**src/rtl/ram_bist_pkg.sv**
```systemverilog
// Shared types and constants for the RAM BIST controller.
// Optional macro RAM_BIST_ERR_COUNT_EN adds a saturating mismatch counter.
package ram_bist_pkg;

  typedef enum logic [2:0] {
    IDLE, W0, R0, W1, R1, CHECK, DONE, FAIL
  } state_e;

  localparam int unsigned BG_W = 64;
  localparam logic [BG_W-1:0] BG = {8{8'h55}};

  // Background pattern for an address; callers truncate to the RAM width.
  function automatic logic [BG_W-1:0] bist_pat(input logic [BG_W-1:0] a);
    return a ^ BG;
  endfunction

endpackage

```
**src/rtl/ram_bist_if.sv**
```systemverilog
// Dual-port RAM access bus driven by the BIST controller (master) into the RAM (slave).
interface ram_bist_if #(
  parameter int unsigned AW = 8,
  parameter int unsigned DW = 8
);
  logic          write_enable;
  logic          read_enable;
  logic [AW-1:0] write_address;
  logic [AW-1:0] read_address;
  logic [DW-1:0] data_in;
  logic [DW-1:0] data_out;

  modport master (
    output write_enable, read_enable, write_address, read_address, data_in,
    input  data_out
  );
  modport slave (
    input  write_enable, read_enable, write_address, read_address, data_in,
    output data_out
  );
endinterface

```
**src/rtl/ram_bist_checker.sv**
```systemverilog
// Read-compare pipeline stage with first-mismatch capture.
// With RAM_BIST_ERR_COUNT_EN defined it also keeps a saturating mismatch count.
module ram_bist_checker
  import ram_bist_pkg::*;
#(
  parameter int unsigned AW = 8,
  parameter int unsigned DW = 8
) (
  input  logic          clk,
  input  logic          reset,
  input  logic          clr_i,
  input  logic          valid_i,
  input  logic [AW-1:0] addr_i,
  input  logic [DW-1:0] exp_i,
  input  logic [DW-1:0] data_i,
  output logic          mismatch_c_o,
  output logic          fail_seen_o,
  output logic [AW-1:0] fail_addr_o,
  output logic [DW-1:0] fail_exp_o,
  output logic [DW-1:0] fail_act_o
`ifdef RAM_BIST_ERR_COUNT_EN
  ,
  output logic [AW+1:0] err_count_o
`endif
);

  logic          valid_q;
  logic [AW-1:0] addr_q;
  logic [DW-1:0] exp_q;

  // Compare happens the cycle after the read strobe, when RAM data is valid.
  assign mismatch_c_o = valid_q && (data_i != exp_q);

  always_ff @(posedge clk) begin
    if (!reset) begin
      valid_q <= 1'b0;
      addr_q  <= '0;
      exp_q   <= '0;
    end else begin
      valid_q <= valid_i;
      addr_q  <= addr_i;
      exp_q   <= exp_i;
    end
  end

  always_ff @(posedge clk) begin
    if (!reset || clr_i) begin
      fail_seen_o <= 1'b0;
      fail_addr_o <= '0;
      fail_exp_o  <= '0;
      fail_act_o  <= '0;
    end else if (mismatch_c_o && !fail_seen_o) begin
      fail_seen_o <= 1'b1;
      fail_addr_o <= addr_q;
      fail_exp_o  <= exp_q;
      fail_act_o  <= data_i;
    end
  end

`ifdef RAM_BIST_ERR_COUNT_EN
  always_ff @(posedge clk) begin
    if (!reset || clr_i) begin
      err_count_o <= '0;
    end else if (mismatch_c_o && (err_count_o != '1)) begin
      err_count_o <= err_count_o + (AW+2)'(1);
    end
  end
`endif

endmodule

```
**src/rtl/ram_bist_ctrl.sv**
```systemverilog
// March-style RAM BIST: write/read pattern, then write/read its complement.
// RAM_BIST_ERR_COUNT_EN defined: run to completion and count mismatches; else stop at first.
module ram_bist_ctrl
  import ram_bist_pkg::*;
#(
  parameter int unsigned RAM_width    = 8,
  parameter int unsigned RAM_depth    = 256,
  parameter int unsigned address_size = 8
) (
  input  logic                    clk,
  input  logic                    reset,
  input  logic                    start,
  ram_bist_if.master              ram,
  output logic                    busy,
  output logic                    done,
  output logic                    pass,
  output logic [address_size-1:0] fail_address,
  output logic [RAM_width-1:0]    fail_expected,
  output logic [RAM_width-1:0]    fail_actual
`ifdef RAM_BIST_ERR_COUNT_EN
  ,
  output logic [address_size+1:0] err_count
`endif
);

  localparam int unsigned AW = address_size;
  localparam int unsigned DW = RAM_width;

  state_e        state_q, state_d;
  logic [AW-1:0] addr_q, addr_d;
  logic          we_q, we_d, re_q, re_d;
  logic [AW-1:0] wa_q, wa_d, ra_q, ra_d;
  logic [DW-1:0] din_q, din_d;
  logic          busy_q, busy_d, done_q, done_d, pass_q, pass_d;
  logic          last_c, accept_c, abort_c, mismatch_c, fail_seen;
  logic [DW-1:0] pat_c, rpat_c, exp_c;

  assign last_c   = (addr_q == AW'(RAM_depth - 1));
  assign accept_c = start && (state_q inside {IDLE, DONE, FAIL});

`ifdef RAM_BIST_ERR_COUNT_EN
  assign abort_c = 1'b0;
`else
  assign abort_c = mismatch_c;
`endif

  always_ff @(posedge clk) begin
    if (!reset) begin
      state_q <= IDLE;
      addr_q  <= '0;
    end else begin
      state_q <= state_d;
      addr_q  <= addr_d;
    end
  end

  always_comb begin
    state_d = state_q;
    addr_d  = addr_q;
    case (state_q)
      IDLE, DONE, FAIL: begin
        if (accept_c) begin
          state_d = W0;
          addr_d  = '0;
        end
      end
      W0, R0, W1, R1: begin
        addr_d = last_c ? '0 : addr_q + AW'(1);
        if (last_c) begin
          case (state_q)
            W0:      state_d = R0;
            R0:      state_d = W1;
            W1:      state_d = R1;
            default: state_d = CHECK;
          endcase
        end
      end
      CHECK:   state_d = DONE;
      default: state_d = IDLE;
    endcase
    if (abort_c && (state_q inside {W0, R0, W1, R1, CHECK})) begin
      state_d = FAIL;
    end
  end

  // Outputs are registered from the next state so they line up with it.
  always_comb begin
    pat_c  = DW'(bist_pat(64'(addr_d)));
    we_d   = 1'b0;
    re_d   = 1'b0;
    wa_d   = wa_q;
    ra_d   = ra_q;
    din_d  = din_q;
    case (state_d)
      W0: begin
        we_d  = 1'b1;
        wa_d  = addr_d;
        din_d = pat_c;
      end
      W1: begin
        we_d  = 1'b1;
        wa_d  = addr_d;
        din_d = ~pat_c;
      end
      R0, R1: begin
        re_d = 1'b1;
        ra_d = addr_d;
      end
      default: ;
    endcase
    busy_d = state_d inside {W0, R0, W1, R1, CHECK};
    done_d = state_d inside {DONE, FAIL};
    pass_d = (state_d == DONE) && !(fail_seen || mismatch_c);
  end

  always_ff @(posedge clk) begin
    if (!reset) begin
      we_q   <= 1'b0;
      re_q   <= 1'b0;
      wa_q   <= '0;
      ra_q   <= '0;
      din_q  <= '0;
      busy_q <= 1'b0;
      done_q <= 1'b0;
      pass_q <= 1'b0;
    end else begin
      we_q   <= we_d;
      re_q   <= re_d;
      wa_q   <= wa_d;
      ra_q   <= ra_d;
      din_q  <= din_d;
      busy_q <= busy_d;
      done_q <= done_d;
      pass_q <= pass_d;
    end
  end

  // Expected data for the read being issued this cycle.
  always_comb begin
    rpat_c = DW'(bist_pat(64'(ra_q)));
    exp_c  = (state_q == R1) ? ~rpat_c : rpat_c;
  end

  ram_bist_checker #(.AW(AW), .DW(DW)) u_checker (
    .clk          (clk),
    .reset        (reset),
    .clr_i        (accept_c),
    .valid_i      (re_q),
    .addr_i       (ra_q),
    .exp_i        (exp_c),
    .data_i       (ram.data_out),
    .mismatch_c_o (mismatch_c),
    .fail_seen_o  (fail_seen),
    .fail_addr_o  (fail_address),
    .fail_exp_o   (fail_expected),
    .fail_act_o   (fail_actual)
`ifdef RAM_BIST_ERR_COUNT_EN
    ,
    .err_count_o  (err_count)
`endif
  );

  assign ram.write_enable  = we_q;
  assign ram.read_enable   = re_q;
  assign ram.write_address = wa_q;
  assign ram.read_address  = ra_q;
  assign ram.data_in       = din_q;
  assign busy              = busy_q;
  assign done              = done_q;
  assign pass              = pass_q;

endmodule
```
**src/flat_wrapper.sv**
```systemverilog
// flat-port wrapper written by rule: the top's interface ports become plain ports
module ram_bist_ctrl_flat import ram_bist_pkg::*;
#(
  parameter int unsigned RAM_width    = 8,
  parameter int unsigned RAM_depth    = 256,
  parameter int unsigned address_size = 8
)
  (clk, reset, start, busy, done, pass, fail_address, fail_expected, fail_actual, ram_write_enable, ram_read_enable, ram_write_address, ram_read_address, ram_data_in, ram_data_out);
  ram_bist_if ram_i ();
  input  logic clk;
  input  logic reset;
  input  logic start;
  output logic busy;
  output logic done;
  output logic pass;
  output logic [address_size-1:0] fail_address;
  output logic [RAM_width-1:0] fail_expected;
  output logic [RAM_width-1:0] fail_actual;
  output wire logic [$bits(ram_i.write_enable)-1:0] ram_write_enable;
  output wire logic [$bits(ram_i.read_enable)-1:0] ram_read_enable;
  output wire logic [$bits(ram_i.write_address)-1:0] ram_write_address;
  output wire logic [$bits(ram_i.read_address)-1:0] ram_read_address;
  output wire logic [$bits(ram_i.data_in)-1:0] ram_data_in;
  input wire logic [$bits(ram_i.data_out)-1:0] ram_data_out;
  assign ram_write_enable = ram_i.write_enable;
  assign ram_read_enable = ram_i.read_enable;
  assign ram_write_address = ram_i.write_address;
  assign ram_read_address = ram_i.read_address;
  assign ram_data_in = ram_i.data_in;
  assign ram_i.data_out = ram_data_out;
  ram_bist_ctrl #(.RAM_width(RAM_width), .RAM_depth(RAM_depth), .address_size(address_size)) u_core (.clk(clk), .reset(reset), .start(start), .ram(ram_i), .busy(busy), .done(done), .pass(pass), .fail_address(fail_address), .fail_expected(fail_expected), .fail_actual(fail_actual));
endmodule
```
**config.mk**
```make
export PLATFORM = sky130hd
export DESIGN_NAME = ram_bist_ctrl_flat
export DESIGN_NICKNAME = d
export VERILOG_FILES = /design/src/rtl/ram_bist_pkg.sv /design/src/rtl/ram_bist_if.sv /design/src/rtl/ram_bist_checker.sv /design/src/rtl/ram_bist_ctrl.sv /design/src/flat_wrapper.sv
export SDC_FILE = /design/constraint.sdc
export NUM_CORES = 1
export LEC_CHECK = 0
export ABC_AREA = 1
export CORE_AREA = 2 2 80 82
export DETAILED_ROUTE_END_ITERATION = 10
export DIE_AREA = 0 0 82 84
export DONT_BUFFER_PORTS = 1
export GPL_TIMING_DRIVEN = 0
export PLACE_DENSITY = 0.72
export SYNTH_ARGS = -nofsm -noshare
export SYNTH_HDL_FRONTEND = slang
export SYNTH_SLANG_ARGS = --single-unit
```
**constraint.sdc**
```tcl
create_clock -name clk -period 2.83 [get_ports clk]
set_input_delay 0.4245 -clock clk [delete_from_list [all_inputs] [get_ports clk]]
set_output_delay 0.4245 -clock clk [all_outputs]
set_load 0.05 [all_outputs]
```
# ---- Yosys cells after proc, flatten, opt, wreduce, memory -nomap -nowiden
# Cells that the tools add are included.
dict set report totals {
  reg_bits 82
  latch_bits 0
  ramBits 0
  rom_bits 0
  inputBits 11
  output_inout_bits 53
  elab_cells 70
  memories 0
}
dict set report classes {
  addsub 1
  n_mul 0
  div 0
  n_lt_le_gt_ge 0
  n_eq_ne 16
  n_shift 0
  mux 12
  n_bitwise 4
  n_reduce_logical 20
}
# op count
set ops {}
lappend ops {{8-bit one-hot mux with 2 select lines} 2}
lappend ops {{3-bit == test, second input constant} 8}
lappend ops {{8-bit two-way mux} 3}
lappend ops {{3-bit one-hot mux with 3 select lines} 2}
lappend ops {{8-bit inverter} 2}
lappend ops {{3-bit by 2-bit == test with 1-bit output, second input constant} 4}
lappend ops {{5-bit nonzero test} 2}
lappend ops {{3-bit two-way mux} 3}
lappend ops {{8-bit by 1-bit adder with 8-bit output, second input constant} 1}
lappend ops {{8-bit == test, second input constant} 1}
lappend ops {{8-bit inequality test} 1}
lappend ops {{4-bit inverter} 2}
lappend ops {{3-bit by 1-bit == test with 1-bit output, second input constant} 2}
lappend ops {{1-bit logical AND} 5}
lappend ops {{2-bit nonzero test} 2}
lappend ops {{2-bit OR reduction} 2}
lappend ops {{4-bit OR reduction} 1}
lappend ops {{1-bit logical NOT} 3}
lappend ops {{3-bit logical NOT} 1}
lappend ops {{3-bit nonzero test} 1}
lappend ops {{3-bit OR reduction} 1}
lappend ops {{1-bit logical OR} 2}
lappend ops {{1-bit two-way mux} 2}

# ---- Logic depth before layout (Yosys ltp)
# Gate-level depths: netlist (run 1).
dict set report logic_depth {
  ltp_word 9
  mapped_depth 13
  mapped_depth_nobuf 12
}

# ---- Modules after synthesis
# From an unflattened synthesis (run 1), not the netlist that was laid out.
dict set report unflattened {
  cells_unflattened 550
  hier_area_um2 3901.2
}
# module instances cells_per_inst area_each_um2 seq_area_each_um2
set modules_own_cells {}
lappend modules_own_cells {ram_bist_ctrl 1 262 2013.2 800.8}
lappend modules_own_cells {ram_bist_checker 1 288 1888.1 840.8}

# ---- Worst setup path before layout (run 1)
# Ideal clock, no wire load.
dict set report synth_timing {
  kind {register to register}
  from {register u_core.addr_q[0]}
  to {register u_core.wa_q[6] (netlist: u_core.ram.write_address[6])}
  setup_ps 68
  arrival_time_ps 1547
  slack_ps 1215
  path_stages_with_launch 13
  n_path_buf 1
  period_less_slack_ps 1615
  path_cell_list {dfxtp_1 -> ha_1 -> nand2_1 -> nor2_4 -> nand2_2 -> nand2_1 -> nand2_1 -> nand2_2 -> nand2_4 -> nand3_4 -> buf_6 -> nand2_1 -> a21oi_2}
}
dict set report synth_between {
  elab_chain_cells 6
  elab_cells_between_ends 10
  cone_classes {add/sub (1); eq/ne (3); mux (5); reduce/logical (1)}
}
# element line_no
set synth_lines {}
lappend synth_lines {{start, declared} ram_bist_ctrl.sv:30} ;# logic [AW-1:0] addr_q, addr_d;
lappend synth_lines {{start signal, assigned} ram_bist_ctrl.sv:53} ;# addr_q <= addr_d;
lappend synth_lines {{8-bit == test} ram_bist_ctrl.sv:38} ;# assign last_c = (addr_q == AW'(RAM_depth - 1));
lappend synth_lines {{3-bit two-way mux} ram_bist_ctrl.sv:69} ;# if (last_c) begin
lappend synth_lines {{3-bit one-hot mux with 3 select lines} ram_bist_ctrl.sv:60} ;# case (state_q)
lappend synth_lines {{3-bit two-way mux} ram_bist_ctrl.sv:81} ;# if (abort_c && (state_q inside {W0, R0, W1, R1, CHECK})) begin
lappend synth_lines {{3-bit by 2-bit == test with 1-bit output or 3-bit by 1-bit == test with 1-bit output (tied branches)} ram_bist_ctrl.sv:94} ;# case (state_d)
lappend synth_lines {{2-bit OR reduction (no source line)} --}
lappend synth_lines {{end signal, assigned} ram_bist_ctrl.sv:129} ;# wa_q <= wa_d;
lappend synth_lines {{end, declared} ram_bist_ctrl.sv:32} ;# logic [AW-1:0] wa_q, wa_d, ra_q, ra_d;
# Several ways; a longest one is shown, not always the timed one.
# A chain may end at the register's enable or synchronous reset.

# ---- Final worst setup path (run 1)
# Ends and elaborated chain as after synthesis.

==> summary.md, run 1 <==
| Metric | Value |
|---|---|
| Resize count post-CTS | `0` |
| Netlist cell types | `32` |
| Die X | `82 um` |
| Crit path largest cell delay | `0.37 ns` |
| Placed Cells | `543` |
| DRT antenna net count | `0` |
| Grt met1 use | `0.257` |
| HP Class | `in2reg` |
| Final Wtd Congestion | `0.822` |
| Post-cts hold buffer count | `0` |
| FFs w/ async S/R, synth | `0` |
| Most used cell, CP | `nand2_1` |
| Num rows | `29` |
| Die area | `0.00689 mm2` |
| Post-synth EDFFs | `0` |
| First-pass detailed-route iteration total | `4` |
| Post-CTS setup buffer count | `0` |
| Crit path required time | `3.12 ns` |
| Met2 usage | `0.394` |
| Max_slew headroom | `0.601` |
| Share of cells above drive strength 1 | `0.0954` |
| DR WL/cell | `13.2 um` |
| Worst-path clk slew | `0.10 ns` |
| GR Util met3 | `0.0563` |
| Largest family of logic cells by synthesized area | `simple AND/OR/NAND/NOR gates` |
| Top-count cell post-synth | `nand2_1` |
| RSZ-0062 raised after global routing | `no` |
| Static Leak | `1.58 nW` |
| Root Driver | `clkbuf_8` |
| CP startpoint kind | `flop` |
| Max cap viols | `0` |
| Largest net degree at the start of global routing | `18` |
| Post-synthesis adder-cell area fraction | `0.00360` |
| Final slew viol count | `0` |
| WL final | `7390 um` |
| Final net count | `489` |
| Compound-cell area share of the yosys netlist | `0.144` |
| Post-Synth XOR/XNOR Area | `0.0327` |
| Post-synth top area share | `0.472` |
| Worst Setup Path Type | `reg2reg` |
| Post-DP HPWL | `5580 um` |
| # H-tree levels | `3` |
| Clk buf depth | `2` |
| Number of diodes | `0` |
| Area growth from synthesis to layout | `8.46%` |
| Layout Cells excl Fill | `559` |
| Critical path cell sequence | `ha_1 > nand2_1 > nor2_4 > nand2_2 > nand2_1 > nand2_1 > nand2_2 > nand2_4 > nand3_4 > buf_6 > nand2_1 > a21oi_2` |
| Number of global-route vias before repair | `2713` |
| Synthesized net count | `478` |
| Worst Tran Pin Value | `0.598 ns` |
| Hold EP | `u_core.u_checker.fail_act_o[7]$_SDFFE_PP0P_` |
| Final hold vios | `0` |
| First-pass GRT wire length | `12000 um` |
| Vias/cell | `5.11` |
| Input/output buffers | `0` |
| Post-synth top flop | `dfxtp_1` |
| Worst setup EP type | `flop` |
| Die Y | `84 um` |
| Cts bufs inserted | `9` |
| Post-Synthesis Cells | `466` |
| Simple-gate share of the synthesized area | `0.237` |
| Hold path cells | `2` |
| Most instantiated cells after synthesis | `nand2_1 (97), dfxtp_1 (82), inv_1 (73)` |
| Peak supply drop | `0.495 mV` |
| Initial core utilization | `0.570` |
| DRT iter0 DRCs | `122` |
| Fmax | `521 MHz` |
| Worst-case reg-to-reg path depth | `12` |
| Cell taking the most area after synthesis | `dfxtp_1` |
| R2R Setup Slk | `0.91 ns` |
| DR vias | `2858` |
| Setup_tns | `0 ns` |
| Yosys reg bits | `82` |
| Period minus WS final | `1.92 ns` |
| CTS tree | `yes` |
| Clock sink count | `82` |
| Global router's overall resource usage | `0.227` |
| Power density cells | `603 mW/mm2` |
| Worst skew pair latency | `0.36 ns` |
| Setup-failing EPs final | `0` |
| IO Count | `64` |
| Crit Path Max Fanout | `10` |
| Initial antenna violation count | `0` |
| Syn avg cell area | `7.46 um2` |
| Arrival time worst endpoint | `2.21 ns` |
| Reg2reg end | `u_core.ram.write_address[6]$_SDFFE_PN0P_` |
| Sequential fraction of the synthesis area | `0.472` |
| Hold path start | `ram_data_out[7]` |
| Mapped Area | `0.00348 mm2` |
| Post-route clock period utilization | `0.678` |
| Gr ovfl total | `0` |
| Top post-synthesis cells by area | `dfxtp_1 (47%), nand2_1 (10%), inv_1 (7.9%)` |
| Mux share of post-synthesis cell area | `0` |
| DRC | `0` |
| Clock skew | `0.00799 ns` |
| Reg-to-Reg Start | `u_core.addr_q[0]$_SDFF_PN0_` |
| Grt peak-use layer | `met2` |
| Fill count | `561` |
| Outcome | `finished, final reports clean` |
| Core area | `0.00610 mm2` |
| Ys Warns | `0` |
| CP max stage cell | `dfxtp_1` |
==> kinds of logic (layout without fill, tap and decap cells) <==
kind of cell,Yosys count,count (layout)
xor+xnor,13,13
fa+ha+maj,1,1
compound gates,95,95
simple gates,180,180
buf+inv,95,111
flops,82,82
==> layout make-up <==
class	instances	area, um2	share of cell area
plain buffers	18	93.8	0.0249
well taps	77	96.3	0.0255
clock inverters	7	73.8	0.0196
flip-flops and latches	82	1640	0.435
clock buffers	9	124	0.0328
inverters	77	289	0.0766
multi-input cells	289	1450	0.385
==> critical path, delay by kind of cell, from the launching register on <==
kind            cells  cell delay [ns]
flops               1             0.37
simple gates        9             0.97
fa+ha+maj           1             0.24
buf+inv             1             0.15
compound gates      1             0.13
==> stage by stage <==
step / setup WS (ns) / util / power (W) / hold slack (ns) / area, um2
2_1_floorplan: 1.21 / - / 0.00144 / 0.464 / 3480
3_3_place_gp: 0.873 / 0.586 / 0.00147 / 0.495 / 3570
3_5_place_dp: 0.826 / 0.586 / 0.00148 / 0.497 / 3570
4_1_cts: 0.925 / 0.619 / 0.00229 / 0.265 / 3770
5_1_grt: 0.731 / 0.619 / 0.00237 / 0.275 / 3770
6_report: 0.912 / 0.619 / 0.00228 / 0.267 / 3770
==> report_power, final <==
part	leakage, nW	switching, W	internal, W	total, W
Clock	0.0942	0.000481	0.000345	0.000826
Sequential	0.665	0.0000853	0.00118	0.00126
Combinational	0.825	0.000121	0.0000639	0.000185
==> cells in the final DEF (no fill, tap or decap) <==
master,synthesis,layout
a211oi_1,1,1
a21boi_0,1,1
a21oi_1,53,53
a21oi_2,3,3
buf_1,1,1
buf_2,3,3
buf_4,1,1
buf_6,1,1
buf_8,1,1
clkbuf_1,11,11
clkbuf_8,0,9
clkinv_1,1,1
clkinv_4,0,1
clkinv_8,0,1
clkinvlp_4,0,2
dfxtp_1,82,82
ha_1,1,1
inv_1,73,73
inv_2,3,3
inv_8,0,3
nand2_1,97,97
nand2_2,8,8
nand2_4,2,2
nand3_1,14,14
nand3_2,1,1
nand3_4,1,1
nand4_1,10,10
nand4_4,1,1
nor2_1,34,34
nor2_4,3,3
nor3_1,9,9
o211ai_1,1,1
o21ai_0,30,30
o21ai_1,4,4
o21ai_2,2,2
xnor2_1,5,5
xor2_1,8,8
==> sequential cells by signal, indices dropped and copies added (netlist names), 3 cells and up <==
register and flops:
u_core.addr_q 8, u_core.ram.data_in 8, u_core.ram.read_address 8, u_core.ram.write_address 8, u_core.state_q 3, u_core.u_checker.addr_q 8
u_core.u_checker.exp_q 8, u_core.u_checker.fail_act_o 8, u_core.u_checker.fail_addr_o 8, u_core.u_checker.fail_exp_o 8
==> routing by layer <==
metal	part of all wire	vias up	routed length [um]
met5	0	-	0
met4	0.021	0	155
met3	0.078	12	577
met2	0.50	85	3660
met1	0.41	1274	3000
li1	-	1487	-
==> worst max-delay path by stage <==
stage | startpoint | end | slack, ns | depth (start not counted)
after detailed placement | reset | u_core.u_checker.fail_addr_o[7]$_SDFFE_PP0P_ | 0.83 | 6
after floorplan | u_core.addr_q[0]$_SDFF_PN0_ | u_core.ram.write_address[6]$_SDFFE_PN0P_ | 1.21 | 12
after global placement | reset | u_core.u_checker.fail_addr_o[5]$_SDFFE_PP0P_ | 0.87 | 6
final | u_core.addr_q[0]$_SDFF_PN0_ | u_core.ram.write_address[6]$_SDFFE_PN0P_ | 0.91 | 12
after global routing | u_core.addr_q[0]$_SDFF_PN0_ | u_core.ram.write_address[0]$_SDFFE_PN0P_ | 0.73 | 12
after CTS | u_core.addr_q[0]$_SDFF_PN0_ | u_core.ram.write_address[6]$_SDFFE_PN0P_ | 0.92 | 12
Note: power is estimated with default switching activity, not from simulation.
==> run 2: changes to the inputs <==
--- a/config.mk
+++ b/config.mk
@@ -6,9 +6,9 @@
 export NUM_CORES = 1
 export LEC_CHECK = 0
 export ABC_AREA = 1
-export CORE_AREA = 2 2 80 82
+export CORE_AREA = 2 2 82 84
 export DETAILED_ROUTE_END_ITERATION = 10
-export DIE_AREA = 0 0 82 84
+export DIE_AREA = 0 0 84 86
 export DONT_BUFFER_PORTS = 1
 export GPL_TIMING_DRIVEN = 0
 export PLACE_DENSITY = 0.72
==> constraint.sdc (replaced) <==
create_clock -name clk -period 1.6 [get_ports clk]
set_input_delay 0.24 -clock clk [delete_from_list [all_inputs] [get_ports clk]]
set_output_delay 0.24 -clock clk [all_outputs]
set_load 0.05 [all_outputs]
==> summary.md, run 2 (synthesis results as in run 1) <==
| Metric | Value |
|---|---|
| DRT antenna net count | `0` |
| CTS tree | `yes` |
| Setup-failing EPs final | `26` |
| Clock sink count | `82` |
| Input/output buffers | `0` |
| Arrival time worst endpoint | `1.96 ns` |
| Gr ovfl total | `0` |
| Peak supply drop | `0.802 mV` |
| R2R Setup Slk | `-0.11 ns` |
| Die Y | `86 um` |
| Hold slack | `0.0746 ns` |
| Most common cell after layout, fill and taps aside | `nand2_1` |
| Die area | `0.00722 mm2` |
| Initial antenna violation count | `0` |
| Core area | `0.00628 mm2` |
| Fill count | `532` |
| Power density cells | `1020 mW/mm2` |
| Worst Setup Path Type | `reg2reg` |
| Largest net degree at the start of global routing | `16` |
| Grt met1 use | `0.252` |
| Pre-CTS setup slack | `-0.226 ns` |
| CP max stage cell | `dfxtp_4` |
| WL final | `8040 um` |
| # H-tree levels | `3` |
| Clock skew | `0.00879 ns` |
| Hold path cells | `2` |
| Setup_tns | `-1.77 ns` |
| Final Power | `0.00417 W` |
| Global router's overall resource usage | `0.227` |
| Number of diodes | `0` |
| DR vias | `2985` |
| Vias/cell | `5.25` |
| Met2 usage | `0.397` |
| Final hold vios | `0` |
| DR WL/cell | `14.1 um` |
| Fmax | `586 MHz` |
| Num rows | `29` |
| RSZ-0062 raised after global routing | `yes` |
| Final net count | `499` |
| Worst-path clk slew | `0.09 ns` |
| Cts bufs inserted | `9` |
| IO Count | `64` |
| Final slew viol count | `0` |
| Initial core utilization | `0.554` |
| Crit path required time | `1.85 ns` |
| Crit Path Max Fanout | `9` |
| Critical path cell sequence | `ha_4 > nand2_4 > nor2_4 > nand3_2 > nand2_2 > nand2_4 > nand2_2 > nand2_4 > nor3_1 > a21oi_2` |
| Grt peak-use layer | `met2` |
| Hold path start | `ram_data_out[6]` |
| Final Wtd Congestion | `0.904` |
| Max cap viols | `0` |
| Outcome | `finished with violations` |
| First-pass GRT wire length | `13000 um` |
| Share of cells above drive strength 1 | `0.207` |
| GR Util met3 | `0.0654` |
| Worst-case reg-to-reg path depth | `10` |
| Post-DP HPWL | `5680 um` |
| Reg2reg end | `u_core.ram.read_address[7]$_SDFFE_PN0P_` |
| First-pass detailed-route iteration total | `4` |
| Max_slew headroom | `0.579` |
| Worst skew pair latency | `0.36 ns` |
| Number of global-route vias before repair | `2816` |
| Area growth from synthesis to layout | `17.4%` |
| Core Util, Final | `0.650` |
| Post-cts hold buffer count | `0` |
| Worst Tran Pin Value | `0.630 ns` |
| HP Class | `in2reg` |
| DRT iter0 DRCs | `141` |
| Post-route clock period utilization | `1.07` |
| Most frequent cells in the layout | `nand2_1 (86), dfxtp_1 (77), inv_1 (71), a21oi_1 (45), nor2_1 (32)` |
| Area of the multi-input gates | `0.00165 mm2` |
| Static Leak | `1.72 nW` |
| DRC | `0` |
| CP startpoint kind | `flop` |
| Failing checks | `negative setup slack` |
| Crit path largest cell delay | `0.37 ns` |
| Worst setup EP type | `flop` |
| Worst setup margin | `-0.107 ns` |
| Root Driver | `clkbuf_8` |
| Clk buf depth | `2` |
| Period minus WS final | `1.71 ns` |
| Register area | `0.00165 mm2` |
| Most used cell, CP | `nand2_4` |
| Die X | `84 um` |
| Reg-to-Reg Start | `u_core.addr_q[0]$_SDFF_PN0_` |
| Hold EP | `u_core.u_checker.fail_act_o[6]$_SDFFE_PP0P_` |
==> run 2: cell types whose count changed in the layout (fill, tap and decap cells not counted), moves of 4 or more <==
| cell | previous run | this run |
|---|---|---|
| nand2_1 | 97 | 86 |
| a21oi_1 | 53 | 45 |
| a21oi_2 | 3 | 11 |
| buf_4 | 1 | 8 |
| clkbuf_1 | 11 | 4 |
| nand2_2 | 8 | 15 |
| dfxtp_1 | 82 | 77 |
| dfxtp_2 | 0 | 4 |
| nand2_4 | 2 | 6 |
| nor3_1 | 9 | 5 |
| nor3_2 | 0 | 4 |
==> run 2: final cells by class <==
cell class,instances,share of cell area
buffer,18,0.0279
clock buffer,10,0.0337
clock inverter,6,0.0175
inverter,77,0.0720
multi-input combinational,290,0.403
sequential,82,0.404
tap,77,0.0236
timing repair buffer,9,0.0178
==> run 2: through the flow <==
step | cell area, um2 | instances
floorplan | 3480 | 466
global placement | 3580 | 543
detailed placement | 3580 | 543
CTS | 3990 | 567
global route | 4080 | 569
finish | 4080 | 569
==> run 2: worst max-delay path by stage <==
stage | slack (ns) | endpoint | cells after the start | start
3_3_place_gp | -0.20 | u_core.u_checker.fail_addr_o[5]$_SDFFE_PP0P_ | 6 | reset
6_report | -0.11 | u_core.ram.read_address[7]$_SDFFE_PN0P_ | 10 | u_core.addr_q[0]$_SDFF_PN0_
2_1_floorplan | 0.008 | u_core.ram.write_address[6]$_SDFFE_PN0P_ | 12 | u_core.addr_q[1]$_SDFF_PN0_
4_1_cts | -0.07 | u_core.ram.data_in[7]$_SDFFE_PN0P_ | 11 | u_core.addr_q[0]$_SDFF_PN0_
5_1_grt | -0.21 | u_core.ram.read_address[7]$_SDFFE_PN0P_ | 10 | u_core.addr_q[1]$_SDFF_PN0_
3_5_place_dp | -0.23 | u_core.u_checker.fail_addr_o[6]$_SDFFE_PP0P_ | 6 | reset
==> run 2: repair_timing <==
item / CTS / global route
buffers inserted: 7 / 1
pin swaps: 10 / 6
endpoints found under the setup margin: 55 / 58
gates cloned: 1 / 1
resized for setup: 40 / 27
==> run 2: metal layers <==
layer  up-vias  part of all wire  wire length, um
met4         0             0.027              213
met5         -                 0                0
met1      1355              0.41             3300
met3        19             0.069              551
met2        98              0.49             3970
li1       1513                 -                -
==> run 2: worst max-delay path: cells and delay by family (launching register included) <==
family	cells	cell delay [ns]
AO/OA/AOI/OAI	1	0.05
adder cells (fa/ha/maj)	1	0.14
flip-flops	1	0.37
AND/OR/NAND/NOR	8	1.03
==> run 2: where the power goes <==
part	internal [W]	leakage (nW)	switching, W
registers	0.00209	0.667	0.000154
clock network	0.000776	0.0995	0.000771
logic	0.000141	0.950	0.000241
==> run 3: changes to the inputs <==
--- a/config.mk
+++ b/config.mk
@@ -6,6 +6,7 @@
 export NUM_CORES = 1
 export LEC_CHECK = 0
 export ABC_AREA = 1
+export CAP_MARGIN = 0
 export CORE_AREA = 2 2 82 84
 export DETAILED_ROUTE_END_ITERATION = 10
 export DIE_AREA = 0 0 84 86
==> results of run 3 <==
Final layout, timing and power as in run 2 (identical DEF).
